### src/rtl/ebus_pkg.sv
// Shared types for the ebus: choice encoding and the writer request payload.
package ebus_pkg;

   typedef enum logic {Y, N} choice_t;

   localparam bit TRUE = 1'b1;

   typedef struct packed {
      choice_t            q;
      logic signed [31:0] i;
   } ebus_req_t;

endpackage

### src/rtl/ebus_i.sv
// ebus signal bundle: mp is the reader view, drv is the single writer view.
interface ebus_i;

   typedef ebus_pkg::choice_t choice_t;

   choice_t            Q;
   logic signed [31:0] I;

   modport mp  (input  Q, input  I);
   modport drv (output Q, output I);

endinterface

### src/rtl/ebus_req_fifo.sv
// Request FIFO for ebus_writer; a power-of-2 depth lets the pointers wrap naturally.
module ebus_req_fifo
   import ebus_pkg::*;
#(
   parameter int unsigned DEPTH = 4,
   parameter type         T     = ebus_req_t
) (
   input  logic                   clk,
   input  logic                   rst,
   input  logic                   push,
   input  logic                   pop,
   input  T                       din,
   output T                       dout,
   output logic                   full,
   output logic                   empty,
   output logic [$clog2(DEPTH):0] level
);

   localparam int unsigned AW = $clog2(DEPTH);
   localparam int unsigned LW = AW + 1;

   T              mem_q [DEPTH];
   T              mem_d [DEPTH];
   logic [AW-1:0] wr_ptr_q, wr_ptr_d;
   logic [AW-1:0] rd_ptr_q, rd_ptr_d;
   logic [LW-1:0] level_q, level_d;
   logic          do_push, do_pop;

   assign full    = (level_q == LW'(DEPTH));
   assign empty   = (level_q == '0);
   assign level   = level_q;
   assign dout    = mem_q[rd_ptr_q];
   assign do_push = push && !full;
   assign do_pop  = pop && !empty;

   // Pointer, occupancy and storage update
   always_comb begin
      mem_d    = mem_q;
      wr_ptr_d = wr_ptr_q;
      rd_ptr_d = rd_ptr_q;
      level_d  = level_q + LW'(do_push) - LW'(do_pop);
      if (do_push) begin
         mem_d[wr_ptr_q] = din;
         wr_ptr_d        = wr_ptr_q + AW'(1);
      end
      if (do_pop) begin
         rd_ptr_d = rd_ptr_q + AW'(1);
      end
   end

   always_ff @(posedge clk) begin
      if (rst) begin
         wr_ptr_q <= '0;
         rd_ptr_q <= '0;
         level_q  <= '0;
      end else begin
         wr_ptr_q <= wr_ptr_d;
         rd_ptr_q <= rd_ptr_d;
         level_q  <= level_d;
      end
   end

   // Storage needs no reset: occupancy decides what is valid
   always_ff @(posedge clk) begin
      mem_q <= mem_d;
   end

endmodule

### src/rtl/ebus_writer.sv
// Flow-controlled driver of ebus_i: queues Q/I writes and holds each on the bus for HOLD_CYCLES.
// Optional EBUS_WRITER_DEDUP_EN drops popped entries equal to the current bus value.
module ebus_writer
   import ebus_pkg::*;
#(
   parameter int unsigned DEPTH       = 4,
   parameter int unsigned HOLD_CYCLES = 2
) (
   input  logic                   clk,
   input  logic                   rst,
   input  logic                   req_valid,
   output logic                   req_ready,
   input  choice_t                req_choice,
   input  logic signed [31:0]     req_data,
   ebus_i.drv                     bus,
   output logic                   busy,
   output logic [$clog2(DEPTH):0] level,
   output logic [15:0]            updates
);

   localparam int unsigned HW = (HOLD_CYCLES > 1) ? $clog2(HOLD_CYCLES) : 1;

`ifdef EBUS_WRITER_DEDUP_EN
   localparam bit DEDUP_EN = TRUE;
`else
   localparam bit DEDUP_EN = !TRUE;
`endif

   typedef enum logic {IDLE, HOLD} state_t;

   state_t             state_q, state_d;
   logic [HW-1:0]      hold_cnt_q, hold_cnt_d;
   choice_t            q_q, q_d;
   logic signed [31:0] i_q, i_d;
   logic [15:0]        updates_q, updates_d;

   ebus_req_t fifo_din, fifo_dout, cur;
   logic      push, pop, take, full, empty;

   assign fifo_din  = '{q: req_choice, i: req_data};
   assign cur       = '{q: q_q, i: i_q};
   assign req_ready = !full;
   assign push      = req_valid && !full;

   ebus_req_fifo #(
      .DEPTH (DEPTH),
      .T     (ebus_req_t)
   ) u_fifo (
      .clk   (clk),
      .rst   (rst),
      .push  (push),
      .pop   (pop),
      .din   (fifo_din),
      .dout  (fifo_dout),
      .full  (full),
      .empty (empty),
      .level (level)
   );

   // Next state: pop when idle or when the dwell expires, so back-to-back entries have no bubble
   always_comb begin
      state_d    = state_q;
      hold_cnt_d = hold_cnt_q;
      q_d        = q_q;
      i_d        = i_q;
      updates_d  = updates_q;
      pop        = 1'b0;
      take       = 1'b0;

      case (state_q)
         IDLE: take = !empty;
         HOLD: begin
            if (hold_cnt_q != '0) begin
               hold_cnt_d = hold_cnt_q - HW'(1);
            end else if (!empty) begin
               take = 1'b1;
            end else begin
               state_d = IDLE;
            end
         end
         default: state_d = IDLE;
      endcase

      if (take) begin
         pop = 1'b1;
         if (DEDUP_EN && (fifo_dout == cur)) begin
            state_d = IDLE;
         end else begin
            q_d        = fifo_dout.q;
            i_d        = fifo_dout.i;
            hold_cnt_d = HW'(HOLD_CYCLES - 1);
            state_d    = HOLD;
            if (updates_q != 16'hFFFF) begin
               updates_d = updates_q + 16'd1;
            end
         end
      end
   end

   always_ff @(posedge clk) begin
      if (rst) begin
         state_q    <= IDLE;
         hold_cnt_q <= '0;
         q_q        <= Y;
         i_q        <= '0;
         updates_q  <= '0;
      end else begin
         state_q    <= state_d;
         hold_cnt_q <= hold_cnt_d;
         q_q        <= q_d;
         i_q        <= i_d;
         updates_q  <= updates_d;
      end
   end

   assign bus.Q   = q_q;
   assign bus.I   = i_q;
   assign busy    = (state_q == HOLD) || !empty;
   assign updates = updates_q;

endmodule

### src/flat_wrapper.sv
// flat-port wrapper written by rule: the top's interface ports become plain ports
module ebus_writer_flat import ebus_pkg::*;
#(
   parameter int unsigned DEPTH       = 4,
   parameter int unsigned HOLD_CYCLES = 2
)
  (clk, rst, req_valid, req_ready, req_choice, req_data, busy, level, updates, bus_Q, bus_I);
  ebus_i bus_i ();
  input  logic clk;
  input  logic rst;
  input  logic req_valid;
  output logic req_ready;
  input  choice_t req_choice;
  input  logic signed [31:0] req_data;
  output logic busy;
  output logic [$clog2(DEPTH):0] level;
  output logic [15:0] updates;
  output wire logic [$bits(bus_i.Q)-1:0] bus_Q;
  output wire logic [$bits(bus_i.I)-1:0] bus_I;
  assign bus_Q = bus_i.Q;
  assign bus_I = bus_i.I;
  ebus_writer #(.DEPTH(DEPTH), .HOLD_CYCLES(HOLD_CYCLES)) u_core (.clk(clk), .rst(rst), .req_valid(req_valid), .req_ready(req_ready), .req_choice(req_choice), .req_data(req_data), .bus(bus_i), .busy(busy), .level(level), .updates(updates));
endmodule
### config.mk
export PLATFORM = sky130hd
export DESIGN_NAME = ebus_writer_flat
export DESIGN_NICKNAME = d
export VERILOG_FILES = /design/src/rtl/ebus_pkg.sv /design/src/rtl/ebus_i.sv /design/src/rtl/ebus_req_fifo.sv /design/src/rtl/ebus_writer.sv /design/src/flat_wrapper.sv
export SDC_FILE = /design/constraint.sdc
export NUM_CORES = 1
export LEC_CHECK = 0
export CORE_UTILIZATION = 59
export CTS_CLUSTER_SIZE = 40
export DETAILED_ROUTE_END_ITERATION = 16
export PLACE_DENSITY = 0.95
export SYNTH_ARGS = -nofsm -noshare
export SYNTH_HDL_FRONTEND = slang
export SYNTH_SLANG_ARGS = --single-unit
### constraint.sdc
create_clock -name clk -period 5.6 [get_ports clk]
set_input_delay 1.68 -clock clk [delete_from_list [all_inputs] [get_ports clk]]
set_output_delay 1.68 -clock clk [all_outputs]
set_load 0.02 [all_outputs]
==> impl_metrics.ini, run 1 <==
[die]
die_w_um = 113
dieArea_um2 = 12700
chipHeight_um = 113
start_util_pct = 60.3
fp-row-count = 40
core_area_um2 = 12000
ioPinCount = 90

[clocking]
cts_setup_buffers = 0
insertion_delay_ps = 420
clockBufferDepth = 2
clkSlewWorstSetupHoldPaths_ps = 70
post_cts_resized = 0
postCtsHoldBufs = 0
cts.htree.levels = 4
clock-root-buffer = clkbuf_16
numCtsBuffers = 17
cts_tree = built
clock_sinks = 190

[detailed_routing]
vias = 4356
via_per_inst = 6.12
ant_nets = 0
wl_per_cell_um = 21.3
drt_pre_antenna_iters = 5
drc = 0
drt_iter0_drc = 486
routed_wirelength_mm = 15.2

[hold_path]
holdCritStartpoint = u_core.bus.I[15]
hp-class = flop to flop
holdPathStages = 2
holdPathEnd = u_core.bus.I[15]

[worst_setup_path]
setup.worst_path.end_class = flop
path_max_fanout = 43
crit_type = flop to flop
r2r_slack_ps = 1990
reg2reg_to = u_core.u_fifo.level[2]
start_kind = flop
cp.arrival_ps = 3880
reg2reg_depth = 11
required_ps = 5870
reg2reg_from = u_core.u_fifo.level[1]

[synthesis]
synth-xor-area-share_pct = 0.604
syn_area_um2 = 7240
synth.net_count = 509
synth_compound_area_share_pct = 4.53
yosysUniqueCellTypes = 51
synth-edff-count = 132
synthAdderAreaFrac_pct = 1.49
synthArstFlopShare_pct = 0
syn_inst = 465
synth_mux_area_share_pct = 10.7
ys.flop_type = edfxtp_1
synth_top_family_by_area = multiplexers
ys_ff_latch = 190
avgSynthCellArea_um2 = 15.6
synth-simple-area-share_pct = 9.93
ys_seq_area_share_pct = 70.7
yosysWarnings = 0

[grt]
grt_pass1_vias = 4390
antenna_found_initial = 0
grt_max_degree = 62
grt_overflow = 0
grtUsageTotal_pct = 25.5
grt_pass1_wl_mm = 23.7

[timing]
slew-limit-headroom_pct = 19.8
worst_hold_slack_ps = 456
setup_tns_ps = 0
setup_ws_ps = 1990
slew_violations = 0
hold_violations = 0
clock_skew_ps = 6.31
worst_pin_slew_ps = 1200
rsz0062_at_grt = no
fin_crit_sh_pct = 64.5
min_period_ps = 3610
max_freq_mhz = 277
setup_viol = 0

[layout]
final_common_cell = edfxtp_1
nNetsFinal = 596
diodes = 0
drive_gt1_share_pct = 15.2
final_cell_mix = 132 x edfxtp_1, 88 x clkdlybuf4s50_1, 73 x nand2_1
area_growth_syn_to_layout_pct = 21.2

[power_and_ir_drop]
p_seq_share_pct = 45.1
p_sw_w = 0.00136
p_total_w = 0.00430
max-vdd-ir-drop_mv = 0.239
power.leakage_nw = 2.92
p_per_area_nw_per_um2 = 490
p_sw_share_pct = 31.7
intPower_w = 0.00294
pwr-share-comb_pct = 28.5
pwr-share-clk_pct = 26.4

[placed_design]
port_buffers = 89
gp_congestion = 0.787
place_ws_ps = 1660
hpwl_mm = 9.17

[job]
max_cap_violations = 0

[outcome]
outcome = complete, no violations
power groups by stage:
stage / Combinational (W) / Sequential (W) / Clock, W
floorplan: 0.000709 / 0.00201 / 0
global placement: 0.00116 / 0.00194 / 0
detailed placement: 0.00122 / 0.00196 / 0
CTS: 0.00124 / 0.00194 / 0.00114
global route: 0.00132 / 0.00197 / 0.00120
finish: 0.00123 / 0.00194 / 0.00114
synthesized netlist by cell type (3+ instances only):
| cell type | count | area share, % |
|---|---|---|
| and3_1 | 4 | 0.35 |
| nand3_1 | 4 | 0.28 |
| dfxtp_1 | 58 | 16 |
| clkbuf_1 | 7 | 0.36 |
| a21oi_1 | 43 | 3.0 |
| nor3_1 | 4 | 0.28 |
| nor2b_1 | 5 | 0.43 |
| mux2_2 | 3 | 0.47 |
| or4_1 | 5 | 0.52 |
| buf_1 | 5 | 0.26 |
| o21ai_0 | 3 | 0.21 |
| edfxtp_1 | 132 | 55 |
| nand2_1 | 73 | 3.8 |
| buf_4 | 6 | 0.62 |
| nand4_1 | 3 | 0.26 |
| o31ai_1 | 4 | 0.41 |
| ha_1 | 7 | 1.2 |
| xnor2_1 | 3 | 0.36 |
| mux4_2 | 33 | 10 |
| nor2_1 | 16 | 0.83 |
| buf_2 | 4 | 0.28 |
| inv_1 | 8 | 0.41 |
final cells by class:
type,instances,area (um^2)
Clock buffer,20,447
Clock inverter,12,114
Fill cell,693,3230
Inverter,9,33.8
Multi-Input combinational cell,244,1980
Sequential cell,190,5130
Tap cell,147,184
Timing Repair Buffer,90,893
cells by family after synthesis:
logic type	after synthesis
flip-flops	190
AND/OR/NAND/NOR	137
AO/OA/AOI/OAI	58
multiplexers	36
buffers and inverters	31
adder cells (fa/ha/maj)	8
XOR/XNOR	5
critical path: stages (launching register included):
cell and delay (ps):
dfxtp_1 380, or3_4 430, nand2_2 650, inv_2 530, ha_1 440, inv_1 60
ha_1 140, inv_1 50, fa_1 370, xor2_1 170, xnor2_1 130, nor2_1 50
registers in the layout (all words and copies together), names as in the netlist:
signal,count
u_core.bus.I,32
u_core.bus.Q,1
u_core.hold_cnt_q,1
u_core.state_q,1
u_core.u_fifo.level,3
u_core.u_fifo.mem_q,132
u_core.u_fifo.rd_ptr_q,2
u_core.u_fifo.wr_ptr_q,2
u_core.updates,16
worst max path at each step:
stage / startpoint / endpoint / slack [ps]
6_report: u_core.u_fifo.level[1] / u_core.u_fifo.level[2] / 1990
5_1_grt: u_core.u_fifo.level[1] / u_core.u_fifo.level[2] / 1760
4_1_cts: u_core.u_fifo.level[1] / u_core.u_fifo.level[2] / 1990
3_5_place_dp: req_valid / u_core.u_fifo.level[2] / 1660
3_3_place_gp: req_valid / u_core.u_fifo.level[2] / 1820
2_1_floorplan: req_valid / u_core.u_fifo.level[2] / 2420
metrics by stage:
| step | utilization (%) | instance area [um^2] | instances |
|---|---|---|---|
| floorplan | - | 7240 | 465 |
| global placement | 68.4 | 8220 | 680 |
| detailed placement | 68.4 | 8220 | 680 |
| CTS | 73.1 | 8780 | 712 |
| global route | 73.1 | 8780 | 712 |
| finish | 73.1 | 8780 | 712 |
layer usage:
metal  wire [um]  vias to the layer above  GRT usage (%)
met1        6010                     2142           32.2
met3         939                       32           6.75
met2        7870                      247           42.1
met5           0                        -              0
li1            -                     1935              -
met4         342                        0           10.9
(Power assumes the default switching activity.)
==> run 2, diff against run 1 <==
- CORE_UTILIZATION: 59 -> 50
- PLACE_DENSITY: 0.95 -> 0.87
- clock period: 5.6 -> 3.2 ns (I/O delays scaled with it)
==> impl_metrics.ini, run 2 (synthesis results as in run 1) <==
[clocking]
clock-root-buffer = clkbuf_16
clockBufferDepth = 2
cts_tree = built
insertion_delay_ps = 440
numCtsBuffers = 17
cts_setup_buffers = 0
postCtsHoldBufs = 0
cts.htree.levels = 4
clock_sinks = 190
clkSlewWorstSetupHoldPaths_ps = 70
post_cts_resized = 0

[placed_design]
port_buffers = 89
gp_congestion = 0.871
place_ws_ps = 54.1
hpwl_mm = 8.74

[die]
fp-row-count = 43
ioPinCount = 90
start_util_pct = 51.8
chipHeight_um = 122
core_area_um2 = 14000
die_w_um = 122
dieArea_um2 = 15000

[grt]
antenna_found_initial = 0
grt_pass1_vias = 4417
grtUsageTotal_pct = 21.3
grt_pass1_wl_mm = 23.2
grt_max_degree = 43
grt_overflow = 0

[detailed_routing]
routed_wirelength_mm = 14.6
vias = 4258
drc = 0
via_per_inst = 5.66
drt_pre_antenna_iters = 5
ant_nets = 0
drt_iter0_drc = 381
wl_per_cell_um = 19.5

[timing]
hold_violations = 0
setup_ws_ps = 351
slew_violations = 0
slew-limit-headroom_pct = 39.9
max_freq_mhz = 351
setup_viol = 0
fin_crit_sh_pct = 89.0
min_period_ps = 2850
setup_tns_ps = 0
rsz0062_at_grt = no
clock_skew_ps = 14.3
worst_pin_slew_ps = 901

[power_and_ir_drop]
p_per_area_nw_per_um2 = 851
power.leakage_nw = 2.95
p_total_w = 0.00755
p_sw_w = 0.00239
p_sw_share_pct = 31.6
intPower_w = 0.00517
pwr-share-comb_pct = 29.1
p_seq_share_pct = 44.5
max-vdd-ir-drop_mv = 0.507
pwr-share-clk_pct = 26.4

[layout]
top_register = u_core.u_fifo.mem_q
nFillCells = 988
diodes = 0
multi_input_area_um2 = 1980
largest_reg_flops = 132
layout.area.seq_um2 = 5130
nNetsFinal = 603
final_common_cell = edfxtp_1
area_growth_syn_to_layout_pct = 22.5
drive_gt1_share_pct = 15.7
final_cell_mix = 132 x edfxtp_1, 88 x clkdlybuf4s50_1, 73 x nand2_1

[hold_path]
holdPathStages = 2
hp-class = flop to flop

[worst_setup_path]
cp_slowest_cell = clkdlybuf4s50_1
crit_cells = 2
worstPathCellList = or3b_1 -> clkdlybuf4s50_1
critPathMaxStageDelay_ps = 570
crit_type = flop to primary output
path_max_fanout = 6
reg2reg_depth = 11
cpLargestDelayFamily = buffers and inverters
required_ps = 2240
start_kind = flop
setup.worst_path.end_class = primary output
cp.buffers_inverters = 1
cp.arrival_ps = 1890

[job]
max_cap_violations = 0

[outcome]
outcome = complete, no violations
## run 2: area by class of cell
class | instances | share of cell area (%)
Clock buffer | 21 | 4.96
Clock inverter | 11 | 1.23
Inverter | 9 | 0.381
Multi-Input combinational cell | 244 | 22.3
Sequential cell | 190 | 57.8
Tap cell | 180 | 2.54
Timing Repair Buffer | 97 | 10.8
## run 2: final timing paths
path / slack (ps) / to / start
setup / recovery: 350 / req_ready / u_core.u_fifo.level[2]
hold / removal: 450 / u_core.bus.I[15] / u_core.bus.I[15]
setup reg to reg: 650 / u_core.u_fifo.level[2] / u_core.u_fifo.level[2]
hold reg to reg: 450 / u_core.bus.I[15] / u_core.bus.I[15]
## run 2: metal layers
layer | vias up | part of all wire, % | global-route usage, %
met5 | - | 0 | 0
met4 | 0 | 0.96 | 8.08
met3 | 12 | 5.9 | 6.13
met2 | 143 | 52 | 35.8
met1 | 2153 | 41 | 26.2
li1 | 1950 | - | -
## run 2: power groups by stage
stage                     Clock [W]  Combinational [W]  Sequential [W]
after global placement            0            0.00216         0.00338
after global routing        0.00212            0.00238         0.00341
after floorplan                   0            0.00124         0.00351
after detailed placement          0            0.00221         0.00341
after CTS                   0.00202            0.00223         0.00337
final                       0.00199            0.00220         0.00336
## run 2: through the flow
stage          instances  util [%]  cell area [um^2]  hold WS, ps
5_1_grt              752      63.4              8870          479
3_5_place_dp         720      59.5              8330          448
2_1_floorplan        465         -              7240          469
6_report             752      63.4              8870          453
4_1_cts              752      63.4              8870          459
3_3_place_gp         720      59.5              8330          445
## run 2: worst register-to-register path, cell delays in order, from the launching register on
cell     delay, ps
dfxtp_1        440
or3b_1         450
and2_1         230
inv_1           80
ha_1           220
inv_1           60
ha_1           140
inv_1           50
fa_1           370
xor2_1         160
xnor2_1        140
nor2_1          60
==> run 3, diff against run 2 <==
- CORE_UTILIZATION: 50 -> 56
- DONT_BUFFER_PORTS: not set -> 1
- PLACE_DENSITY: 0.87 -> 0.85
==> impl_metrics.ini, run 3 (synthesis results as in run 1) <==
[outcome]
outcome = complete, no violations

[clocking]
numCtsBuffers = 17
clkSlewWorstSetupHoldPaths_ps = 70
clock-root-buffer = clkbuf_16
cts.htree.levels = 4
clockBufferDepth = 2
postCtsHoldBufs = 0
cts_tree = built
insertion_delay_ps = 430
cts_setup_buffers = 0
clock_sinks = 190
post_cts_resized = 0

[timing]
rsz0062_at_grt = no
setup_tns_ps = 0
fin_crit_sh_pct = 86.9
max_freq_mhz = 360
clock_skew_ps = 14.1
worst_pin_slew_ps = 948
setup_ws_ps = 420
setup_viol = 0
hold_violations = 0
slew-limit-headroom_pct = 36.8
min_period_ps = 2780
slew_violations = 0

[layout]
final_common_cell = edfxtp_1
drive_gt1_share_pct = 18.4
top_register = u_core.u_fifo.mem_q
final_core_util_pct = 63.1
final_cell_mix = 132 x edfxtp_1, 73 x nand2_1, 56 x dfxtp_1
largest_reg_flops = 132
nNetsFinal = 509
diodes = 0
area_growth_syn_to_layout_pct = 9.88

[placed_design]
port_buffers = 0
place_ws_ps = 436
hpwl_mm = 7.79
gp_congestion = 0.779

[power_and_ir_drop]
p_per_area_nw_per_um2 = 886
max-vdd-ir-drop_mv = 0.505
power.leakage_nw = 2.61
p_total_w = 0.00705

[worst_setup_path]
required_ps = 3520
cp.arrival_ps = 3100
setup.worst_path.end_class = flop
crit_type = flop to flop
reg2reg_from = u_core.u_fifo.level[2]
setup.worst_path.end = u_core.u_fifo.level[2]
start_kind = flop
path_max_fanout = 6
reg2reg_depth = 11
r2r_slack_ps = 420
reg2reg_to = u_core.u_fifo.level[2]
crit_start = u_core.u_fifo.level[2]

[grt]
grt_max_degree = 62
grt_overflow = 0
grt_pass1_vias = 3842
antenna_found_initial = 0
grt_pass1_wl_mm = 20.0
grtUsageTotal_pct = 21.0

[hold_path]
hp-class = flop to flop
holdCritStartpoint = u_core.hold_cnt_q

[detailed_routing]
routed_wirelength_mm = 13.2
wl_per_cell_um = 20.3
via_per_inst = 5.93
drc = 0
vias = 3852
drt_pre_antenna_iters = 7
ant_nets = 0
drt_iter0_drc = 243

[die]
chipHeight_um = 116
core_area_um2 = 12600
start_util_pct = 57.4
dieArea_um2 = 13400
die_w_um = 116
ioPinCount = 90
fp-row-count = 41

[job]
max_cap_violations = 0
run 3: changes by cell type in the layout (fill, tap and decap cells not counted), sizes merged:
cell           previous run  this run
clkinvlp                  2         3
inv                      14        13
buf                       9         3
clkbuf                   21        23
clkinv                    3         2
clkdlybuf4s50            88         0
bufinv                    1         0
run 3: final cells by class:
cell class | count | area (um^2)
inverter | 9 | 33.8
fill | 931 | 4660
multi-input combinational | 244 | 1980
tap | 172 | 215
sequential | 190 | 5130
timing repair buffer | 3 | 22.5
clock buffer | 23 | 509
clock inverter | 9 | 71.3
run 3: metrics by stage:
| step | hold WS [ps] | instance area, um^2 | instances |
|---|---|---|---|
| after detailed placement | 497 | 7380 | 618 |
| after global placement | 485 | 7380 | 618 |
| after CTS | 506 | 7960 | 650 |
| after floorplan | 469 | 7240 | 465 |
| after global routing | 539 | 7960 | 650 |
| final | 502 | 7960 | 650 |
run 3: where the power goes:
part	total (W)	switching (W)	internal, W
Sequential	0.00359	0.000531	0.00306
Clock	0.00202	0.000888	0.00114
Combinational	0.00144	0.000819	0.000618
run 3: metal layers:
layer / share of wire [%] / track usage [%]
met1: 38 / 23.0
met2: 52 / 35.7
met3: 8.0 / 8.26
met4: 2.4 / 10.3
met5: 0 / 0
run 3: worst min path at each step:
stage,end,slack [ps],depth (start not counted)
floorplan,u_core.u_fifo.wr_ptr_q[1],470,2
finish,u_core.hold_cnt_q,500,2
global placement,u_core.u_fifo.wr_ptr_q[1],480,2
global route,u_core.hold_cnt_q,540,2
CTS,u_core.hold_cnt_q,510,2
detailed placement,u_core.hold_cnt_q,500,2
run 3: worst max-delay path, stage by stage (launching register included):
cell and delay (ps):
dfxtp_1 530, or3b_1 550, and2_1 280, inv_1 90, ha_1 220, inv_1 60, ha_1 130, inv_1 50
fa_1 380, xor2_1 160, xnor2_1 170, nor2_1 50
